[config.mk]
export PLATFORM = sky130hd
export DESIGN_NAME = int_vector_ctrl
export DESIGN_NICKNAME = d
export VERILOG_FILES = /design/src/rtl/int_vector_ctrl.sv
export SDC_FILE = /design/constraint.sdc
export NUM_CORES = 1
export LEC_CHECK = 0
export CAP_MARGIN = 20
export CORE_MARGIN = 2
export CORE_UTILIZATION = 45
export DETAILED_ROUTE_END_ITERATION = 10
export DONT_BUFFER_PORTS = 1
export GPL_TIMING_DRIVEN = 0
export PLACE_DENSITY = 0.61
export SLEW_MARGIN = 15
export SYNTH_ARGS = -nofsm -noshare
export SYNTH_HDL_FRONTEND = slang
export SYNTH_SLANG_ARGS = --single-unit
[constraint.sdc]
create_clock -name clk -period 2.5 [get_ports clk]
set_input_delay 0.5 -clock clk [delete_from_list [all_inputs] [get_ports clk]]
set_output_delay 0.5 -clock clk [all_outputs]
set_load 0.05 [all_outputs]
[src/rtl/int_vector_ctrl.sv]
// Redirect source for yChip: issues the boot redirect after reset, then arbitrates
// timer and external interrupts into one-cycle INT pulses with the handler vector.
module int_vector_ctrl #(
  parameter logic [31:0] BOOT_ADDR = 32'h28,
  parameter logic [31:0] TIMER_VEC = 32'h100,
  parameter logic [31:0] EXT_VEC   = 32'h180,
  parameter int          TW        = 16
) (
  input  logic          clk,
  input  logic          reset,
  input  logic [TW-1:0] timer_period,
  input  logic          timer_en,
  input  logic          irq_ext,
  input  logic          mask_wr,
  input  logic [1:0]    mask_in,
  input  logic          iret,
  output logic [31:0]   entryPoint,
  output logic          INT,
  output logic [1:0]    pending,
  output logic          in_service
);

  typedef enum logic [1:0] {S_BOOT, S_IDLE, S_FIRE, S_SERVICE} state_e;

  state_e        state_q, state_d;
  logic          int_q, int_d;
  logic [31:0]   entry_q, entry_d;
  logic [1:0]    pending_q, pending_d;
  logic [1:0]    mask_q, mask_d;
  logic [TW-1:0] count_q, count_d;
  logic          in_service_q, in_service_d;
  logic          irq_q;
  logic [1:0]    clr;
  logic          timer_hit;
  logic          ext_rise;

  // NOTE: every variable written in an always_comb gets a default first so no path
  // leaves it unassigned, which would otherwise infer a latch.
  always_comb begin
    state_d      = state_q;
    int_d        = 1'b0;
    entry_d      = entry_q;
    in_service_d = in_service_q;
    clr          = 2'b00;
    case (state_q)
      S_BOOT: state_d = S_IDLE;
      S_IDLE: begin
        // Arbitration sees the mask as it was before this edge; timer wins ties.
        if (|(pending_q & mask_q)) begin
          state_d = S_FIRE;
          int_d   = 1'b1;
          if (pending_q[0] && mask_q[0]) begin
            entry_d = TIMER_VEC;
            clr     = 2'b01;
          end else begin
            entry_d = EXT_VEC;
            clr     = 2'b10;
          end
        end
      end
      S_FIRE: begin
        state_d      = S_SERVICE;
        in_service_d = 1'b1;
      end
      S_SERVICE: begin
        if (iret) begin
          state_d      = S_IDLE;
          in_service_d = 1'b0;
        end
      end
      default: state_d = S_BOOT;
    endcase
  end

  always_comb begin
    count_d   = count_q;
    timer_hit = 1'b0;
    if (timer_en && (timer_period != '0) && (state_q != S_BOOT)) begin
      if (count_q == timer_period - TW'(1)) begin
        count_d   = '0;
        timer_hit = 1'b1;
      end else begin
        count_d = count_q + TW'(1);
      end
    end
  end

  // A fresh event on the same edge as the clear must survive, so set is OR-ed last.
  assign ext_rise  = irq_ext & ~irq_q;
  assign pending_d = (pending_q & ~clr) | {ext_rise, timer_hit};
  assign mask_d    = mask_wr ? mask_in : mask_q;

  // NOTE: sequential state uses non-blocking assignments so every register samples
  // the pre-edge values regardless of statement order.
  always_ff @(posedge clk or posedge reset) begin
    if (reset) begin
      state_q      <= S_BOOT;
      int_q        <= 1'b1;
      entry_q      <= BOOT_ADDR;
      pending_q    <= 2'b00;
      mask_q       <= 2'b00;
      count_q      <= '0;
      in_service_q <= 1'b0;
      irq_q        <= 1'b0;
    end else begin
      state_q      <= state_d;
      int_q        <= int_d;
      entry_q      <= entry_d;
      pending_q    <= pending_d;
      mask_q       <= mask_d;
      count_q      <= count_d;
      in_service_q <= in_service_d;
      irq_q        <= irq_ext;
    end
  end

  assign entryPoint = entry_q;
  assign INT        = int_q;
  assign pending    = pending_q;
  assign in_service = in_service_q;

endmodule
Yosys cells after proc, flatten, opt, wreduce, memory -nomap -nowiden
Index checks and enable logic that the tools add are counted.

storage, ports and cells
  output and inout port bits = 36
  register bits = 57
  memories = 0
  bits of input ports = 24
  bits in latches = 0
  word-level logic and storage cells = 47
  bits in read-only memories = 0
  memory bits (writable) = 0

operators by class
  $mul = 0
  mux-type cells = 14
  reductions and logical operators = 11
  shift operators = 0
  bitwise gates (word level) = 6
  divide/modulo/power cells = 0
  magnitude comparators = 0
  eq/ne operators = 6
  add/sub/neg operators = 2

operator list
  kind                                                count
  adder 16 x 1 -> 16 bit, second input constant       1
  == test 16 bit                                      1
  two-way mux 16 bit                                  1
  nonzero test 16 bit                                 1
  subtractor 16 x 1 -> 16 bit, second input constant  1
  two-way mux 2 bit                                   5
  two-way mux 8 bit                                   1
  case mux 2 bit (4 select lines)                     1
  AND reduction 2 bit                                 3
  two-way mux 1 bit                                   5
  AND 2 bit                                           2
  == test 2 bit, second input constant                2
  != test 2 bit, second input constant                2
  nonzero test 2 bit                                  2
  logical AND 1 bit                                   3
  == test 2 x 1 -> 1 bit, second input constant       1
  zero test 2 bit                                     1
  NOT 2 bit                                           1
  OR 2 bit                                            1
  case mux 1 bit (2 select lines)                     1
  OR reduction 2 bit                                  1
  AND 1 bit                                           1
  NOT 1 bit                                           1

Depth between registers and ports, before layout
  depth in word-level cells = 7
  depth in mapped cells = 10
  depth with buffers taken out = 9

Least setup slack after synthesis
No wires, ideal clock.

  kind = input port to flip-flop
  start point = input timer_period[3]
  end point = register count_q[3]
  stages on the path = 8
  library setup time = 120 ps
  setup slack = -255 ps
  path buffers = 1
  arrival = 2635 ps
  data required time = 2380 ps
  cell sequence = or4_4 buf_6 nor4_4 nand4_1 a2111oi_0 and3_1 nand4_1 a31o_2

between the ends
  cells in the longest elaborated chain, start to end = 3
  elaborated cells on any way between the ends = 6
  those cells by class = 1 x add/sub; 1 x eq/ne; 1 x mux; 3 x reduce/logical

RTL lines
  what                                                                       line    RTL
  start, declared                                                            11      input logic [TW-1:0] timer_period,
  subtractor 16 x 1 -> 16 bit / nonzero test 16 bit (equally long branches)  79, 78
  == test 16 bit / logical AND 1 bit (equally long branches)                 79, 78
  two-way mux 16 bit / logical AND 1 bit (equally long branches)             79, 78
  end signal, assigned                                                       111     count_q <= count_d;
  end, declared                                                              30      logic [TW-1:0] count_q, count_d;

Parallel ways exist; a longest one is shown, timed or not.
A chain may end at the register's enable or synchronous reset.

Worst setup path in the final report
  start point = input timer_period[6]
  end point = register count_q[14]

The elaborated chain is that of the path after synthesis.

==> metrics.txt <==
# TYPE chip_impl_metric gauge
chip_impl_metric{name="synthesis_stage_register_bit_count",unit=""} 28
chip_impl_metric{name="final_setup_fails",unit=""} 11
chip_impl_metric{name="worst-path-buf-inv",unit=""} 2
chip_impl_metric{name="total_negative_setup_slacks",unit="ns"} -0.3700
chip_impl_metric{name="post_synth_and_or_nand_nor_area_fraction",unit="%"} 26.87
chip_impl_metric{name="critPathMaxStageDelay",unit="ns"} 0.55
chip_impl_metric{name="p_switching",unit="W"} 0.0006150
chip_impl_metric{name="num_vias",unit=""} 1856
chip_impl_metric{name="floorplan.rows",unit=""} 25
chip_impl_metric{name="number_of_cts_inserted_buffers",unit=""} 3
chip_impl_metric{name="finalWeightedCongestion",unit=""} 0.7860
chip_impl_metric{name="setup.reg_to_reg.worst_slack",unit="ns"} 0.18
chip_impl_metric{name="floorplan.die.width",unit="um"} 75.06
chip_impl_metric{name="proportion_of_layout_cells_with_a_drive_suffix_above_1",unit="%"} 23.76
chip_impl_info{name="yosys_most_used_dff",value="sky130_fd_sc_hd__dfrtp_1"} 1
chip_impl_metric{name="placed_cell_area",unit="um^2"} 2461
chip_impl_info{name="critPathKind",value="input port to flop"} 1
chip_impl_metric{name="p_leak",unit="nW"} 1.219
chip_impl_metric{name="insertion_delay",unit="ns"} 0.27
chip_impl_metric{name="asr_flop_ratio_synth",unit="%"} 100.0
chip_impl_metric{name="post_synth_num_cell_types",unit=""} 53
chip_impl_info{name="timing.critical_path.mode_cell",value="sky130_fd_sc_hd__buf_6"} 1
chip_impl_metric{name="fp.dieArea",unit="um^2"} 5634
chip_impl_metric{name="drt_iter0_markers",unit=""} 54
chip_impl_metric{name="synth_area",unit="um^2"} 2272
chip_impl_metric{name="cts_buffer_depth",unit=""} 2
chip_impl_metric{name="reg2regPathDepth",unit=""} 6
chip_impl_metric{name="worst_clock_skew",unit="ns"} 0.004745
chip_impl_info{name="clk_root_buffer_cell",value="sky130_fd_sc_hd__clkbuf_8"} 1
chip_impl_metric{name="fillCellCount",unit=""} 469
chip_impl_info{name="crit_path_end_kind",value="flop"} 1
chip_impl_metric{name="num-nets-final",unit=""} 335
chip_impl_metric{name="period_share",unit="%"} 101.6
chip_impl_metric{name="cts_hold_repair.buffers",unit=""} 0
chip_impl_metric{name="synthesis.yosys.warnings",unit=""} 0
chip_impl_metric{name="p_clk_share",unit="%"} 17.3
chip_impl_info{name="path_delay_family",value="simple AND/OR/NAND/NOR gates"} 1
chip_impl_metric{name="grt_pass1_vias",unit=""} 1710
chip_impl_metric{name="sequential_cell_area",unit="um^2"} 703.2
chip_impl_metric{name="stdcell_area",unit="um^2"} 2644
chip_impl_metric{name="path_max_fanout",unit=""} 7
chip_impl_metric{name="synth.yosys.seq_area_share",unit="%"} 30.95
chip_impl_metric{name="comb_power_share",unit="%"} 37.0
chip_impl_info{name="largest_family_of_logic_cells_by_synthesized_area",value="simple AND/OR/NAND/NOR gates"} 1
chip_impl_metric{name="area_taken_by_multi_input_logic_gates",unit="um^2"} 1435
chip_impl_metric{name="worst_pin_slew",unit="ns"} 0.5809
chip_impl_metric{name="worst_slew_margin_rel",unit="%"} 61.28
chip_impl_metric{name="synth_top_cell_area_share",unit="%"} 28.63
chip_impl_metric{name="grt_first_pass_wirelength",unit="um"} 7389
chip_impl_metric{name="synth_enable_flop_cells",unit=""} 0
chip_impl_metric{name="worst_ir_drop_vdd",unit="mV"} 0.4218
chip_impl_metric{name="max_freq",unit="MHz"} 393.6
chip_impl_info{name="synth.cells.most_frequent",value="29 x sky130_fd_sc_hd__buf_4, 26 x sky130_fd_sc_hd__dfrtp_1, 23 x sky130_fd_sc_hd__nor2_1, 15 x sky130_fd_sc_hd__nand2_1"} 1
chip_impl_metric{name="required",unit="ns"} 2.67
chip_impl_info{name="grt_setup_unrepaired",value="true"} 1
chip_impl_metric{name="final-hold-violation-count",unit=""} 0
chip_impl_metric{name="drt-total-wl",unit="um"} 4688
chip_impl_info{name="violations_in_the_final_reports",value="setup timing"} 1
chip_impl_info{name="timing.hold.worst.class",value="input port to asynchronous set/reset pin"} 1
chip_impl_metric{name="route.antenna.remaining_nets",unit=""} 0
chip_impl_metric{name="antenna_found_initial",unit=""} 0
chip_impl_metric{name="final_critical_path_setup_slack",unit="ns"} -0.04066
chip_impl_info{name="netlist_top_cells_area",value="sky130_fd_sc_hd__dfrtp_1 29%, sky130_fd_sc_hd__buf_4 9.6%, sky130_fd_sc_hd__xor2_1 4.6%"} 1
chip_impl_metric{name="io-pin-count",unit=""} 60
chip_impl_info{name="synth.most_common_cell",value="sky130_fd_sc_hd__buf_4"} 1
chip_impl_metric{name="detail_route.wl_per_cell",unit="um"} 12.67
chip_impl_metric{name="switching_share",unit="%"} 41.80
chip_impl_metric{name="post_drt_via_cell_ratio",unit=""} 5.016
chip_impl_info{name="tritoncts",value="built"} 1
chip_impl_metric{name="synth_to_layout_area_growth",unit="%"} 16.35
chip_impl_info{name="status",value="finished, violations left"} 1
chip_impl_metric{name="globalRoute.totalOverflow",unit=""} 0
chip_impl_metric{name="die_h",unit="um"} 75.06
chip_impl_metric{name="timing.critical_path.arrival",unit="ns"} 2.71
chip_impl_metric{name="drcViolationCount",unit=""} 0
chip_impl_info{name="global_route.peak_usage_layer",value="met2"} 1
chip_impl_metric{name="hpwlAfterDp",unit="um"} 3581
chip_impl_metric{name="synthesis.instances",unit=""} 264
chip_impl_info{name="cp-start-kind",value="input port"} 1
chip_impl_metric{name="avgSynthCellArea",unit="um^2"} 8.607
chip_impl_metric{name="global_route.usage.met3",unit="%"} 1.606
chip_impl_metric{name="synth-xor-area-share",unit="%"} 8.095
chip_impl_metric{name="global_route.usage.met2",unit="%"} 28.36
chip_impl_metric{name="grt_max_degree",unit=""} 29
chip_impl_metric{name="power-per-cell-area",unit="nW/um^2"} 556.5
chip_impl_metric{name="slew_violations",unit=""} 0
chip_impl_metric{name="portBuffers",unit=""} 0
chip_impl_info{name="standard_cell_with_the_maximum_stage_delay_on_the_critical_path",value="sky130_fd_sc_hd__or4_4"} 1
chip_impl_metric{name="intPower",unit="W"} 0.0008562
chip_impl_metric{name="post_synth_fa_ha_maj_area_fraction",unit="%"} 3.855
chip_impl_metric{name="max_cap_check_violation_count",unit=""} 0
chip_impl_metric{name="finalCoreUtilization",unit="%"} 55.24
chip_impl_metric{name="global_route.usage.total",unit="%"} 16.86
chip_impl_metric{name="synth.area.mux_share",unit="%"} 1.432
chip_impl_metric{name="synth_compound_area_share",unit="%"} 15.36
chip_impl_metric{name="p_seq_share",unit="%"} 45.7
chip_impl_metric{name="core_area",unit="um^2"} 4786
chip_impl_info{name="path_cells",value="or4_4 -> buf_6 -> nor4b_4 -> mux2i_1 -> or3b_4 -> a21bo_4 -> nor3_4 -> buf_6 -> nor2_1"} 1
chip_impl_metric{name="initial_core_util",unit="%"} 47.48
chip_impl_metric{name="pre_cts_ws",unit="ns"} -0.6727
chip_impl_metric{name="cp.depth",unit=""} 9
chip_impl_metric{name="final_period_minus_worst_setup_slack",unit="ns"} 2.541
chip_impl_metric{name="globalRouteMet1Util",unit="%"} 22.40
chip_impl_metric{name="detail_route.first_pass.iterations",unit=""} 4
chip_impl_metric{name="cts_num_sinks",unit=""} 28
chip_impl_info{name="yosys.area.top_type",value="sky130_fd_sc_hd__dfrtp_1"} 1
chip_impl_metric{name="cts_htree_levels",unit=""} 1
chip_impl_metric{name="num_antenna_cells",unit=""} 0
chip_impl_metric{name="worst_setup_hold_path_clk_slew",unit="ns"} 0.10
==> layer usage <==
| layer | up-vias | wire [um] | part of all wire (%) |
|---|---|---|---|
| li1 | 956 | - | - |
| met3 | 7 | 194 | 4.1 |
| met1 | 843 | 2152 | 46 |
| met4 | 0 | 81 | 1.7 |
| met5 | - | 0 | 0 |
| met2 | 50 | 2260 | 48 |
==> flip-flops by register name (all words and copies together) (netlist names) <==
signal and count:
mask_q 2, count_q 16, state_q 2, irq_q 1
INT 1, in_service 1, entryPoint 3, pending 2
==> cell usage in the layout, fill, tap and decap left out, types with 5 or more instances in the layout <==
master	instances
sky130_fd_sc_hd__nand4_1	8
sky130_fd_sc_hd__conb_1	28
sky130_fd_sc_hd__and3_1	9
sky130_fd_sc_hd__o22ai_1	6
sky130_fd_sc_hd__nand2b_1	7
sky130_fd_sc_hd__o21ai_0	8
sky130_fd_sc_hd__nor2_1	18
sky130_fd_sc_hd__inv_1	11
sky130_fd_sc_hd__ha_1	6
sky130_fd_sc_hd__nor3_1	5
sky130_fd_sc_hd__dfrtp_1	26
sky130_fd_sc_hd__clkbuf_1	7
sky130_fd_sc_hd__nand2_1	15
sky130_fd_sc_hd__buf_4	34
sky130_fd_sc_hd__nand3b_1	8
sky130_fd_sc_hd__a21oi_1	10
sky130_fd_sc_hd__xor2_1	12
sky130_fd_sc_hd__xnor2_1	9
==> path summary, 6_finish.rpt <==
path	start	endpoint
worst max-delay path	timer_period[6]	count_q[14]
max in group asynchronous	reset	in_service
worst min register to register	irq_q	pending[1]
min in group clk	irq_ext	irq_q
worst max register to register	count_q[12]	count_q[8]
worst min-delay path	reset	count_q[3]
==> area by class of cell <==
type	count	area share, %
Buffer	36	9.276
Clock buffer	4	1.704
Inverter	12	1.704
Multi-Input combinational cell	214	54.28
Sequential cell	28	26.60
Tap cell	67	3.171
Timing Repair Buffer	9	3.265
==> kinds of logic after synthesis <==
| logic type | Yosys count |
|---|---|
| buffers and inverters | 49 |
| adders and majority gates | 7 |
| DFF | 28 |
| and+or+nand+nor | 103 |
| muxes | 3 |
| xor gates and xnor gates | 21 |
| AOI/OAI and AO/OA | 52 |
| other | 1 |
==> power by group through the flow <==
stage | Combinational, W | Sequential (W) | Clock, W
floorplan | 0.000457 | 0.000664 | 0
CTS | 0.000540 | 0.000674 | 0.000262
detailed placement | 0.000535 | 0.000683 | 0
global route | 0.000615 | 0.000686 | 0.000276
finish | 0.000544 | 0.000673 | 0.000255
global placement | 0.000519 | 0.000682 | 0
==> timing repair <==
item,4_1_cts,5_1_grt
buffers inserted,5,3
resized for setup,8,13
pin swaps,8,17
endpoints found under the setup margin,13,17
endpoints found under the hold margin,0,0
==> worst register-to-register path, stage by stage, from the launching register on <==
cell	delay, ns
sky130_fd_sc_hd__dfrtp_1	0.45
sky130_fd_sc_hd__xor2_1	0.19
sky130_fd_sc_hd__or3_1	0.44
sky130_fd_sc_hd__a2111oi_4	0.38
sky130_fd_sc_hd__and3_4	0.24
sky130_fd_sc_hd__nand4_1	0.21
sky130_fd_sc_hd__a31o_2	0.32
==> through the flow <==
stage | std cells | hold slack [ns] | power (W)
global placement | 358 | 0.4162 | 0.001201
detailed placement | 358 | 0.4252 | 0.001218
finish | 370 | 0.06754 | 0.001471
global route | 370 | 0.09194 | 0.001578
floorplan | 291 | 0.4096 | 0.001121
CTS | 366 | 0.2413 | 0.001476
Power figures use the tool's default switching activity.
